### src/rtl/udp_cmd_rx_pkg.sv
// Shared definitions for the UDP command receiver.
// Contents: payload widths, command magic and length, opcode and status codes,
// ack tag, parser FSM state encoding, payload word layouts and small helpers.
package udp_cmd_rx_pkg;

    localparam int unsigned WORD_W    = 32;
    localparam int unsigned BYTES_W   = 16;
    localparam int unsigned OP_W      = 8;
    localparam int unsigned SEQ_W     = 8;
    localparam int unsigned ARG_W     = 16;
    localparam int unsigned STAT_W    = 8;
    localparam int unsigned TAG_W     = 8;
    localparam int unsigned MODE_W    = 2;
    localparam int unsigned SKIP_W    = 4;
    localparam int unsigned CNT_W     = 2;
    localparam int unsigned CNT_MAX   = 3;
    localparam int unsigned MIN_WORDS = 2;

    localparam logic [WORD_W-1:0]  CMD_MAGIC = 32'h5A5A_C0DE;
    localparam logic [BYTES_W-1:0] CMD_BYTES = 16'd12;

    localparam logic [OP_W-1:0] OP_START    = 8'h01;
    localparam logic [OP_W-1:0] OP_STOP     = 8'h02;
    localparam logic [OP_W-1:0] OP_SET_MODE = 8'h03;
    localparam logic [OP_W-1:0] OP_SET_SKIP = 8'h04;
    localparam logic [OP_W-1:0] OP_PING     = 8'h05;

    localparam logic [STAT_W-1:0] ST_OK  = 8'h00;
    localparam logic [STAT_W-1:0] ST_CHK = 8'h01;
    localparam logic [STAT_W-1:0] ST_OP  = 8'h02;
    localparam logic [STAT_W-1:0] ST_LEN = 8'h03;
    localparam logic [STAT_W-1:0] ST_DUP = 8'h04;

    localparam logic [TAG_W-1:0] ACK_TAG = 8'hAC;

    // Camera mode value that is never accepted.
    localparam logic [MODE_W-1:0] MODE_INVALID = 2'd3;

    typedef enum logic [2:0] {
        S_IDLE      = 3'd0,
        S_W1        = 3'd1,
        S_W2        = 3'd2,
        S_DONE_WAIT = 3'd3,
        S_EVAL      = 3'd4
    } state_e;

    // Payload word 1 layout.
    typedef struct packed {
        logic [OP_W-1:0]  opcode;
        logic [SEQ_W-1:0] seq;
        logic [ARG_W-1:0] arg;
    } cmd_word_t;

    // Acknowledge word layout.
    typedef struct packed {
        logic [TAG_W-1:0]  tag;
        logic [OP_W-1:0]   opcode;
        logic [SEQ_W-1:0]  seq;
        logic [STAT_W-1:0] status;
    } ack_word_t;

    function automatic logic [WORD_W-1:0] cmd_checksum(input logic [WORD_W-1:0] w0,
                                                       input logic [WORD_W-1:0] w1);
        return w0 ^ w1;
    endfunction

    function automatic logic op_known(input logic [OP_W-1:0] op);
        return op inside {OP_START, OP_STOP, OP_SET_MODE, OP_SET_SKIP, OP_PING};
    endfunction

endpackage

### src/rtl/udp_cmd_rx_if.sv
// Bus bundle of the UDP command receiver.
// Carries the UDP receive word stream, the registered stream-control outputs
// and the acknowledge valid/ready handshake.
// slave  : the command receiver (consumes rec_*, ack_ready; drives controls/ack)
// master : the surrounding environment (UDP stack, streaming logic, ack consumer)
interface udp_cmd_rx_if;
    import udp_cmd_rx_pkg::*;

    logic                 rec_en;
    logic [WORD_W-1:0]    rec_data;
    logic                 rec_pkt_done;
    logic [BYTES_W-1:0]   rec_byte_num;

    logic                 stream_en;
    logic [MODE_W-1:0]    cam_mode;
    logic [SKIP_W-1:0]    frame_skip;
    logic                 cmd_strb;

    logic                 ack_valid;
    logic                 ack_ready;
    logic [WORD_W-1:0]    ack_data;
    logic                 ack_ovf;

    modport master (
        output rec_en, rec_data, rec_pkt_done, rec_byte_num, ack_ready,
        input  stream_en, cam_mode, frame_skip, cmd_strb, ack_valid, ack_data, ack_ovf
    );

    modport slave (
        input  rec_en, rec_data, rec_pkt_done, rec_byte_num, ack_ready,
        output stream_en, cam_mode, frame_skip, cmd_strb, ack_valid, ack_data, ack_ovf
    );

endinterface

### src/rtl/udp_cmd_rx.sv
// UDP host command receiver.
// Parses 3-word command packets from the UDP receive stream, validates magic,
// length, checksum, opcode and sequence number, applies accepted commands to
// registered stream controls and posts an acknowledge word per command.
// Ports:
//   sys_clk   : gmii_rx_clk, the only clock
//   sys_rst_n : asynchronous reset, active low
//   bus       : udp_cmd_rx_if.slave (receive stream in, controls + ack out)
module udp_cmd_rx
    import udp_cmd_rx_pkg::*;
(
    input  logic        sys_clk,
    input  logic        sys_rst_n,
    udp_cmd_rx_if.slave bus
);

    state_e               state_q, state_d;
    logic [CNT_W-1:0]     cnt_q, cnt_d;
    logic [WORD_W-1:0]    w0_q, w0_d;
    cmd_word_t            w1_q, w1_d;
    logic [WORD_W-1:0]    w2_q, w2_d;
    logic                 ovl_q, ovl_d;
    logic [BYTES_W-1:0]   byte_num_q, byte_num_d;
    logic [SEQ_W-1:0]     last_seq_q, last_seq_d;
    logic                 last_seq_vld_q, last_seq_vld_d;

    logic                 stream_en_q, stream_en_d;
    logic [MODE_W-1:0]    cam_mode_q, cam_mode_d;
    logic [SKIP_W-1:0]    frame_skip_q, frame_skip_d;
    logic                 cmd_strb_q, cmd_strb_d;
    logic                 ack_valid_q, ack_valid_d;
    ack_word_t            ack_data_q, ack_data_d;
    logic                 ack_ovf_q, ack_ovf_d;

    logic                 ack_load_c;
    logic                 apply_c;
    logic [STAT_W-1:0]    status_c;

    // FSM state register.
    always_ff @(posedge sys_clk or negedge sys_rst_n) begin
        if (!sys_rst_n) begin
            state_q <= S_IDLE;
        end else begin
            state_q <= state_d;
        end
    end

    // FSM next state: end-of-packet wins over word advance (word is still captured).
    always_comb begin
        state_d = state_q;
        if (state_q == S_EVAL) begin
            state_d = S_IDLE;
        end else if (bus.rec_pkt_done) begin
            state_d = S_EVAL;
        end else if (bus.rec_en) begin
            case (state_q)
                S_IDLE:  state_d = S_W1;
                S_W1:    state_d = S_W2;
                S_W2:    state_d = S_DONE_WAIT;
                default: state_d = state_q;
            endcase
        end
    end

    // FSM outputs: packet evaluation, active only in EVAL.
    always_comb begin
        ack_load_c = 1'b0;
        apply_c    = 1'b0;
        status_c   = ST_OK;
        if (state_q == S_EVAL) begin
            if (w0_q != CMD_MAGIC || cnt_q < CNT_W'(MIN_WORDS)) begin
                ack_load_c = 1'b0;
            end else begin
                ack_load_c = 1'b1;
                if (byte_num_q != CMD_BYTES || ovl_q || cnt_q != CNT_W'(CNT_MAX)) begin
                    status_c = ST_LEN;
                end else if (w2_q != cmd_checksum(w0_q, WORD_W'(w1_q))) begin
                    status_c = ST_CHK;
                end else if (!op_known(w1_q.opcode) ||
                             (w1_q.opcode == OP_SET_MODE &&
                              w1_q.arg[MODE_W-1:0] == MODE_INVALID)) begin
                    status_c = ST_OP;
                end else if (last_seq_vld_q && w1_q.seq == last_seq_q) begin
                    status_c = ST_DUP;
                end else begin
                    apply_c = 1'b1;
                end
            end
        end
    end

    // Word capture, saturating word count and overlength tracking.
    always_comb begin
        cnt_d      = cnt_q;
        w0_d       = w0_q;
        w1_d       = w1_q;
        w2_d       = w2_q;
        ovl_d      = ovl_q;
        byte_num_d = byte_num_q;
        if (state_q == S_EVAL) begin
            cnt_d = '0;
            ovl_d = 1'b0;
        end else begin
            if (bus.rec_en) begin
                case (state_q)
                    S_IDLE:      w0_d  = bus.rec_data;
                    S_W1:        w1_d  = cmd_word_t'(bus.rec_data);
                    S_W2:        w2_d  = bus.rec_data;
                    S_DONE_WAIT: ovl_d = 1'b1;
                    default:     ;
                endcase
                if (cnt_q != CNT_W'(CNT_MAX)) begin
                    cnt_d = cnt_q + CNT_W'(1);
                end
            end
            if (bus.rec_pkt_done) begin
                byte_num_d = bus.rec_byte_num;
            end
        end
    end

    // Command application and acknowledge register with overwrite detection.
    always_comb begin
        stream_en_d    = stream_en_q;
        cam_mode_d     = cam_mode_q;
        frame_skip_d   = frame_skip_q;
        last_seq_d     = last_seq_q;
        last_seq_vld_d = last_seq_vld_q;
        cmd_strb_d     = 1'b0;
        ack_valid_d    = ack_valid_q;
        ack_data_d     = ack_data_q;
        ack_ovf_d      = 1'b0;

        if (apply_c) begin
            cmd_strb_d     = 1'b1;
            last_seq_d     = w1_q.seq;
            last_seq_vld_d = 1'b1;
            case (w1_q.opcode)
                OP_START:    stream_en_d  = 1'b1;
                OP_STOP:     stream_en_d  = 1'b0;
                OP_SET_MODE: cam_mode_d   = w1_q.arg[MODE_W-1:0];
                OP_SET_SKIP: frame_skip_d = w1_q.arg[SKIP_W-1:0];
                default:     ;
            endcase
        end

        // A load in the consume cycle replaces the ack without flagging overwrite.
        if (ack_load_c) begin
            ack_valid_d       = 1'b1;
            ack_data_d.tag    = ACK_TAG;
            ack_data_d.opcode = w1_q.opcode;
            ack_data_d.seq    = w1_q.seq;
            ack_data_d.status = status_c;
            ack_ovf_d         = ack_valid_q & ~bus.ack_ready;
        end else if (ack_valid_q && bus.ack_ready) begin
            ack_valid_d = 1'b0;
        end
    end

    // Datapath registers.
    always_ff @(posedge sys_clk or negedge sys_rst_n) begin
        if (!sys_rst_n) begin
            cnt_q          <= '0;
            w0_q           <= '0;
            w1_q           <= '0;
            w2_q           <= '0;
            ovl_q          <= 1'b0;
            byte_num_q     <= '0;
            last_seq_q     <= '0;
            last_seq_vld_q <= 1'b0;
            stream_en_q    <= 1'b0;
            cam_mode_q     <= '0;
            frame_skip_q   <= '0;
            cmd_strb_q     <= 1'b0;
            ack_valid_q    <= 1'b0;
            ack_data_q     <= '0;
            ack_ovf_q      <= 1'b0;
        end else begin
            cnt_q          <= cnt_d;
            w0_q           <= w0_d;
            w1_q           <= w1_d;
            w2_q           <= w2_d;
            ovl_q          <= ovl_d;
            byte_num_q     <= byte_num_d;
            last_seq_q     <= last_seq_d;
            last_seq_vld_q <= last_seq_vld_d;
            stream_en_q    <= stream_en_d;
            cam_mode_q     <= cam_mode_d;
            frame_skip_q   <= frame_skip_d;
            cmd_strb_q     <= cmd_strb_d;
            ack_valid_q    <= ack_valid_d;
            ack_data_q     <= ack_data_d;
            ack_ovf_q      <= ack_ovf_d;
        end
    end

    assign bus.stream_en  = stream_en_q;
    assign bus.cam_mode   = cam_mode_q;
    assign bus.frame_skip = frame_skip_q;
    assign bus.cmd_strb   = cmd_strb_q;
    assign bus.ack_valid  = ack_valid_q;
    assign bus.ack_data   = ack_data_q;
    assign bus.ack_ovf    = ack_ovf_q;

endmodule

### src/flat_wrapper.sv
// flat-port wrapper written by rule: the top's interface ports become plain ports
module udp_cmd_rx_flat import udp_cmd_rx_pkg::*;
  (sys_clk, sys_rst_n, bus_rec_en, bus_rec_data, bus_rec_pkt_done, bus_rec_byte_num, bus_ack_ready, bus_stream_en, bus_cam_mode, bus_frame_skip, bus_cmd_strb, bus_ack_valid, bus_ack_data, bus_ack_ovf);
  udp_cmd_rx_if bus_i ();
  input  logic sys_clk;
  input  logic sys_rst_n;
  input wire logic [$bits(bus_i.rec_en)-1:0] bus_rec_en;
  input wire logic [$bits(bus_i.rec_data)-1:0] bus_rec_data;
  input wire logic [$bits(bus_i.rec_pkt_done)-1:0] bus_rec_pkt_done;
  input wire logic [$bits(bus_i.rec_byte_num)-1:0] bus_rec_byte_num;
  input wire logic [$bits(bus_i.ack_ready)-1:0] bus_ack_ready;
  output wire logic [$bits(bus_i.stream_en)-1:0] bus_stream_en;
  output wire logic [$bits(bus_i.cam_mode)-1:0] bus_cam_mode;
  output wire logic [$bits(bus_i.frame_skip)-1:0] bus_frame_skip;
  output wire logic [$bits(bus_i.cmd_strb)-1:0] bus_cmd_strb;
  output wire logic [$bits(bus_i.ack_valid)-1:0] bus_ack_valid;
  output wire logic [$bits(bus_i.ack_data)-1:0] bus_ack_data;
  output wire logic [$bits(bus_i.ack_ovf)-1:0] bus_ack_ovf;
  assign bus_i.rec_en = bus_rec_en;
  assign bus_i.rec_data = bus_rec_data;
  assign bus_i.rec_pkt_done = bus_rec_pkt_done;
  assign bus_i.rec_byte_num = bus_rec_byte_num;
  assign bus_i.ack_ready = bus_ack_ready;
  assign bus_stream_en = bus_i.stream_en;
  assign bus_cam_mode = bus_i.cam_mode;
  assign bus_frame_skip = bus_i.frame_skip;
  assign bus_cmd_strb = bus_i.cmd_strb;
  assign bus_ack_valid = bus_i.ack_valid;
  assign bus_ack_data = bus_i.ack_data;
  assign bus_ack_ovf = bus_i.ack_ovf;
  udp_cmd_rx u_core (.sys_clk(sys_clk), .sys_rst_n(sys_rst_n), .bus(bus_i));
endmodule
### config.mk
export PLATFORM = sky130hd
export DESIGN_NAME = udp_cmd_rx_flat
export DESIGN_NICKNAME = d
export VERILOG_FILES = /design/src/rtl/udp_cmd_rx_pkg.sv /design/src/rtl/udp_cmd_rx_if.sv /design/src/rtl/udp_cmd_rx.sv /design/src/flat_wrapper.sv
export SDC_FILE = /design/constraint.sdc
export NUM_CORES = 1
export LEC_CHECK = 0
export ABC_AREA = 1
export CAP_MARGIN = 20
export CORE_ASPECT_RATIO = 2
export CORE_MARGIN = 5
export CORE_UTILIZATION = 28
export CTS_CLUSTER_SIZE = 10
export DETAILED_ROUTE_END_ITERATION = 8
export PLACE_DENSITY = 0.46
export SLEW_MARGIN = 10
export SYNTH_ARGS = -nofsm -noshare
export SYNTH_HDL_FRONTEND = slang
export SYNTH_SLANG_ARGS = --single-unit
### constraint.sdc
create_clock -name sys_clk -period 2.8 [get_ports sys_clk]
set_clock_uncertainty 0.1 [all_clocks]
set_input_delay 0.56 -clock sys_clk [delete_from_list [all_inputs] [get_ports sys_clk]]
set_output_delay 0.56 -clock sys_clk [all_outputs]
set_load 0.02 [all_outputs]
==> results of run 1 <==
-- critical path, delay by kind of cell (launching register included) --
kind	cells	cell delay [ps]
adder cells (fa/ha/maj)	1	180
buffers and inverters	1	200
flip-flops	1	360
AND/OR/NAND/NOR	9	1430
-- kinds of logic (layout without fill, tap and decap cells) --
group | Yosys count | in the layout
AND/OR/NAND/NOR | 501 | 501
AO/OA/AOI/OAI | 139 | 139
adder cells (fa/ha/maj) | 1 | 1
multiplexers | 16 | 16
buffers and inverters | 187 | 274
flip-flops | 157 | 157
other | 1 | 9
XOR/XNOR | 2 | 2
-- path summary, 6_finish.rpt --
| path | end | slack (ps) | from |
|---|---|---|---|
| worst min register to register | u_core.bus.ack_data[20] | 380 | u_core.bus.ack_data[20] |
| worst max register to register | u_core.bus.frame_skip[2] | 450 | u_core.cnt_q[0] |
| worst max-delay path | u_core.bus.frame_skip[2] | 450 | u_core.cnt_q[0] |
| max in group asynchronous | u_core.bus.ack_data[26] | 2080 | sys_rst_n |
| min in group sys_clk | u_core.bus.ack_data[20] | 380 | u_core.bus.ack_data[20] |
| worst min-delay path | u_core.byte_num_q[7] | 4 | sys_rst_n |
-- registers in the layout, summed over array words and instances (netlist names) --
signal	flops
u_core.bus.ack_valid	1
u_core.w1_q	32
u_core.bus.frame_skip	4
u_core.last_seq_q	8
u_core.w0_q	32
u_core.bus.stream_en	1
u_core.ovl_q	1
u_core.bus.cmd_strb	1
u_core.bus.ack_data	20
u_core.bus.cam_mode	2
u_core.w2_q	32
u_core.state_q	3
u_core.bus.ack_ovf	1
u_core.cnt_q	2
u_core.byte_num_q	16
u_core.last_seq_vld_q	1
-- cell type report --
type | count | area share, %
Multi-Input combinational cell | 668 | 32.2
Inverter | 151 | 5.93
Tap cell | 352 | 4.61
Clock inverter | 6 | 0.864
Timing Repair Buffer | 92 | 9.99
Clock buffer | 25 | 5.29
Sequential cell | 157 | 41.1
-- per-stage QoR --
stage / area, µm² / total power [µW] / std cells / hold WS, ps / util, %
finish: 9560 / 9190 / 1451 / 3.82 / 34.8
global route: 9560 / 10000 / 1451 / 30.1 / 34.8
CTS: 9560 / 9370 / 1451 / 11.8 / 34.8
detailed placement: 8970 / 6960 / 1420 / 373 / 32.7
global placement: 8970 / 6910 / 1420 / 365 / 32.7
floorplan: 7750 / 5840 / 1012 / 164 / -
-- placed cells by master (no fill, tap or decap), types with 2 or more instances in the layout --
master             n
o21ai_1            2
nand3_1           44
nor3_1             3
a21oi_1            7
inv_1            144
nand4_1           11
nand3_2            3
clkbuf_8           5
nand2_2            4
inv_2              7
dfrtp_1          157
clkbuf_1           3
nor2_2             9
conb_1             9
clkbuf_16         17
nor2_4             3
xnor2_1            2
buf_4              3
o22ai_1            2
clkinv_2           3
buf_12             4
clkdlybuf4s50_1   84
nor2_1            48
o21ai_2            8
or2_2              3
nand3b_1           8
bufinv_16          2
nand2_1          362
mux2_2            16
o21ai_0          117
-- per-layer routing --
metal	track usage, %	vias up
met2	27.3	110
met3	3.03	41
met4	6.85	0
met5	0	-
met1	15.2	2902
li1	-	3272
-- where the power goes --
| group | leakage, µW | switching, µW | total, µW | internal [µW] |
|---|---|---|---|---|
| clock network | 0.000289 | 931 | 2350 | 1420 |
| registers | 0.00202 | 640 | 3660 | 3020 |
| logic | 0.00234 | 2020 | 3180 | 1160 |
==> out/metrics.cfg, run 1 <==
[clock_tree]
postCtsSetupBuffers = 0
tritoncts = built
clk_latency_ps = 440
cts_hold_buf = 0
clk_path_buf_depth = 2
cts.sinks = 157
cts_htree_levels = 4
post_cts_resized = 0
cts_made_buffers = 17
path_clk_slew_ps = 60
clock-root-buffer = clkbuf_16

[drt]
first_pass_iters = 4
num_vias = 6325
ant_nets = 0
wl_met2_mm = 11.9
viasPerCell = 4.36
wl_per_cell_um = 14.8
route.detailed.drc = 0
routed_wl_mm = 21.5
dr_wl_met3_um = 735
wl_met1_mm = 8.14
drtIter0Drc = 319
top_layer_used = met4

[floorplanning]
die_h_um = 245
die_x_um = 127
ioPinCount = 95
die-area_um2 = 31200
coreArea_um2 = 27400
row_count = 86
initial_core_util_pct = 28.1

[yosys]
synth_area_um2 = 7720
synthFlopType = dfrtp_1
synth_xor_area_share_pct = 0.227
synth.top_cell.area_share_pct = 50.9
synth_warnings = 0
synth_top_family_by_area = simple AND/OR/NAND/NOR gates
synth_most_common_cell = nand2_1
synth.avg_cell_area_um2 = 7.69
synthSimpleGateAreaFrac_pct = 27.0
synthAdderAreaFrac_pct = 0.162
synth_common_cells = 363 x nand2_1, 157 x dfrtp_1, 144 x inv_1
syn_inst = 1004
synth.area.mux_share_pct = 2.33
synth-seq-area-share_pct = 50.9
synth.area.top_cells = dfrtp_1 51%, nand2_1 18%, o21ai_0 7.6%
synth_compound_area_share_pct = 9.56
synth-edff-count = 0
synth.distinct_cells = 34
ys_ff_latch = 157
async_reset_ff_share_pct = 100
synth_area_leader_cell = dfrtp_1

[timing]
period_needed_ps = 2350
setup_slack_ps = 448
max_clock_freq_mhz = 425
setup_viol_count_final = 0
hold_viol_final = 0
finalCritPeriodShare_pct = 84.0
report.final.slew_viol_count = 0
slew_headroom_pct = 59.1
tightest_slew_ps = 612
rsz0062_at_grt = false
tns_ps = 0

[placed_design]
port_buffers = 85
hpwl_mm = 16.1
place.gp.congestion = 0.803
dp_slack_ps = 455

[final_layout]
syn2layout_area_growth_pct = 23.8
antenna_cells = 0
drive_above_1_share_pct = 8.19
multi_input_area_um2 = 3080
nFillCells = 2935
final_nets = 1141
register_area_um2 = 3930

[power]
p_per_area_nw_per_um2 = 962
leakage_uw = 0.00465
vdd_ir_drop_max_v = 0.000362

[grt]
grt_start_max_net_pins = 97
grt_pass1_wl_mm = 34.6
first_global_vias = 6561
gr-total-overflow = 0
grt_util_all_layers_pct = 14.6
antenna_found_initial = 0

[worst_hold_path]
worst_hold_path_type = input pin to async pin

[critical_path]
crit_required_ps = 3070
reg2reg_depth = 11
worst_path_most_repeated_cell = nand2_1
arrival_ps = 2620
critical-path-slowest-cell = dfrtp_1
end_kind = flip-flop
crit_type = flip-flop to flip-flop
worst_setup_path_start_kind = flip-flop
crit_path_max_fanout = 18
slowest_delay_ps = 360
crit_chain = ha_1, nand2_1, nor3_1, nand2_1, nor2_1, nand3_2, nor2_4, nand3_4, inv_2, nand3_1, nand2_1

[status]
outcome = finished, final reports clean

[run]
drv_cap = 0

(Power assumes the default switching activity.)
==> run 2: changes to the inputs <==
==> constraint.sdc (replaced) <==
create_clock -name sys_clk -period 2.29 [get_ports sys_clk]
set_clock_uncertainty 0.1 [all_clocks]
set_input_delay 0.458 -clock sys_clk [delete_from_list [all_inputs] [get_ports sys_clk]]
set_output_delay 0.458 -clock sys_clk [all_outputs]
set_load 0.02 [all_outputs]
==> run 2 against run 1 <==
  * Register-to-register slack got worse by 280 ps
  * Non-clock buffer count rose by 9
  * Final area grew 1.6%
  * Sequential power is 22% higher
  * Clock power rose by 31%
  * Via count up 0.92%
  * Combinational power rose by 25%
  * First-iteration DRC count shrank 6.6%
  * Die area stayed put
  * Utilization up 0.57 points
  * Routed wire length grew 0.72%
==> out/metrics.cfg, run 2 (same netlist as run 1, synthesis figures left out) <==
[critical_path]
crit_family = buffers and inverters
reg2reg_depth = 12  ; +1
path_buf_inv = 1  ; unchanged
r2r_slack_ps = 170  ; -280 ps
arrival_ps = 1590  ; -1030 ps
crit_required_ps = 1730  ; -1340 ps
r2r_start = u_core.w1_q[24]
slowest_delay_ps = 660  ; +300 ps
crit_chain = clkdlybuf4s50_1
r2r_end = u_core.bus.frame_skip[0]
crit_path_max_fanout = 5  ; -13
crit_type = flip-flop to output pin
end_kind = output pin
critical-path-slowest-cell = clkdlybuf4s50_1
worst_setup_path_start_kind = flip-flop

[final_layout]
layout_commonest_cell = nand2_1
nFillCells = 2892  ; -1.5%
antenna_cells = 0  ; unchanged
fin_cells = 1461  ; +0.69%
register_area_um2 = 3930  ; unchanged
stdcell_area_um2 = 9720  ; +1.6%
drive_above_1_share_pct = 9.11  ; +0.92 points
multi_input_area_um2 = 3080  ; about the same
final_nets = 1150  ; +0.79%
syn2layout_area_growth_pct = 25.8
reg_top3 = u_core.w0_q x32, u_core.w1_q x32, u_core.w2_q x32
final_cell_mix = 362 x nand2_1, 157 x dfrtp_1, 144 x inv_1, 117 x o21ai_0, 84 x clkdlybuf4s50_1

[drt]
ant_nets = 0  ; unchanged
viasPerCell = 4.37  ; +0.23%
first_pass_iters = 4  ; unchanged
route.detailed.drc = 0  ; unchanged
num_vias = 6383  ; +0.92%
routed_wl_mm = 21.7  ; +0.72%
wl_per_cell_um = 14.8  ; about the same
drtIter0Drc = 298  ; -6.6%

[clock_tree]
clk_path_buf_depth = 2  ; unchanged
cts.sinks = 157  ; unchanged
clock-root-buffer = clkbuf_16
postCtsSetupBuffers = 0  ; unchanged
path_clk_slew_ps = 70  ; about the same
tritoncts = built
cts_htree_levels = 4  ; unchanged
clk_latency_ps = 440  ; about the same
cts_made_buffers = 17  ; unchanged

[grt]
grt_util_all_layers_pct = 14.6  ; -0.023 points
first_global_vias = 6562  ; +0.015%
gr-total-overflow = 0  ; unchanged
grt_pass1_wl_mm = 34.5  ; -0.38%
antenna_found_initial = 0  ; unchanged
grt_start_max_net_pins = 66  ; -32%

[placed_design]
hpwl_mm = 16.4  ; +2.1%
placed_area_um2 = 9070  ; +1.1%
dp.cells = 1428  ; +0.56%
port_buffers = 85  ; unchanged
place.gp.congestion = 0.785  ; -2.2%
dp_slack_ps = 49.0  ; -406 ps

[floorplanning]
die_x_um = 127  ; unchanged
die-area_um2 = 31200  ; unchanged
coreArea_um2 = 27400  ; unchanged
die_h_um = 245  ; unchanged
initial_core_util_pct = 28.1  ; unchanged
row_count = 86  ; unchanged
ioPinCount = 95  ; unchanged

[timing]
report.final.slew_viol_count = 0  ; unchanged
tightest_slew_ps = 608  ; -4.31 ps
hold_viol_final = 0  ; unchanged
period_needed_ps = 2150
finalCritPeriodShare_pct = 93.8
setup_viol_count_final = 0  ; unchanged
rsz0062_at_grt = false
max_clock_freq_mhz = 466
setup_slack_ps = 142  ; -306 ps
tns_ps = 0  ; unchanged
slew_headroom_pct = 59.4  ; +0.29 points

[worst_hold_path]
holdCritStartpoint = u_core.bus.ack_data[12]
hold_depth = 2
worst_hold_path_type = flip-flop to flip-flop
min_to = u_core.bus.ack_data[12]

[power]
comb_power_share_pct = 34.4  ; -0.2 points
leakage_uw = 0.00472  ; +1.5%
switchingPower_uw = 4450  ; +24%
vdd_ir_drop_max_v = 0.000463  ; +28%
p_int_uw = 7070  ; +26%
switching_share_pct = 38.7  ; -0.35 points
pwr-share-clk_pct = 26.7  ; +1.1 points
p_per_area_nw_per_um2 = 1190  ; +23%
power_frac_seq_pct = 38.9  ; -1.0 points

[run]
drv_cap = 0  ; unchanged

[status]
outcome = finished, final reports clean

## run 2: layout make-up
class | instances | area share [%]
Timing Repair Buffer | 101 | 10.9
Multi-Input combinational cell | 668 | 31.7
Inverter | 151 | 5.83
Tap cell | 352 | 4.53
Clock buffer | 22 | 4.88
Sequential cell | 157 | 40.4
Clock inverter | 10 | 1.66
## run 2: power by group through the flow
| stage | clock, µW | combinational [µW] | sequential, µW |
|---|---|---|---|
| detailed placement | 0 | 4060 | 4540 |
| finish | 3080 | 3960 | 4480 |
| floorplan | 0 | 2850 | 4290 |
| CTS | 3170 | 4080 | 4490 |
| global route | 3280 | 4660 | 4620 |
| global placement | 0 | 4010 | 4510 |
## run 2: per-stage QoR
stage               total power [µW]  hold WS [ps]  utilization [%]
floorplan                       7140          62.4                -
global placement                8520           326             33.1
detailed placement              8600           322             33.1
CTS                            11700           388             35.4
global route                   12600           399             35.4
finish                         11500           382             35.4
## run 2: what timing repair did
action                                  4_1_cts  5_1_grt
hold buffers                                  1        0
hold endpoints to repair                     37        0
endpoints found under the setup margin        0       15
gates resized for setup                       0        1
## run 2: how the worst max path moves through the flow
stage	start	to	cells after the start
3_3_place_gp	u_core.cnt_q[1]	u_core.bus.stream_en	11
3_5_place_dp	u_core.cnt_q[1]	u_core.bus.stream_en	11
2_1_floorplan	u_core.cnt_q[1]	u_core.last_seq_q[6]	11
4_1_cts	u_core.cnt_q[1]	u_core.last_seq_q[4]	11
5_1_grt	u_core.w1_q[28]	u_core.bus.frame_skip[0]	13
6_report	u_core.bus.ack_data[26]	bus_ack_data[26]	1
## run 2: metal layers
metal | up-vias | share of wire, % | global-route usage, %
li1 | 3284 | - | -
met4 | 0 | 2.7 | 5.56
met2 | 106 | 56 | 27.8
met5 | - | 0 | 0
met3 | 28 | 3.1 | 3.18
met1 | 2965 | 38 | 15.2
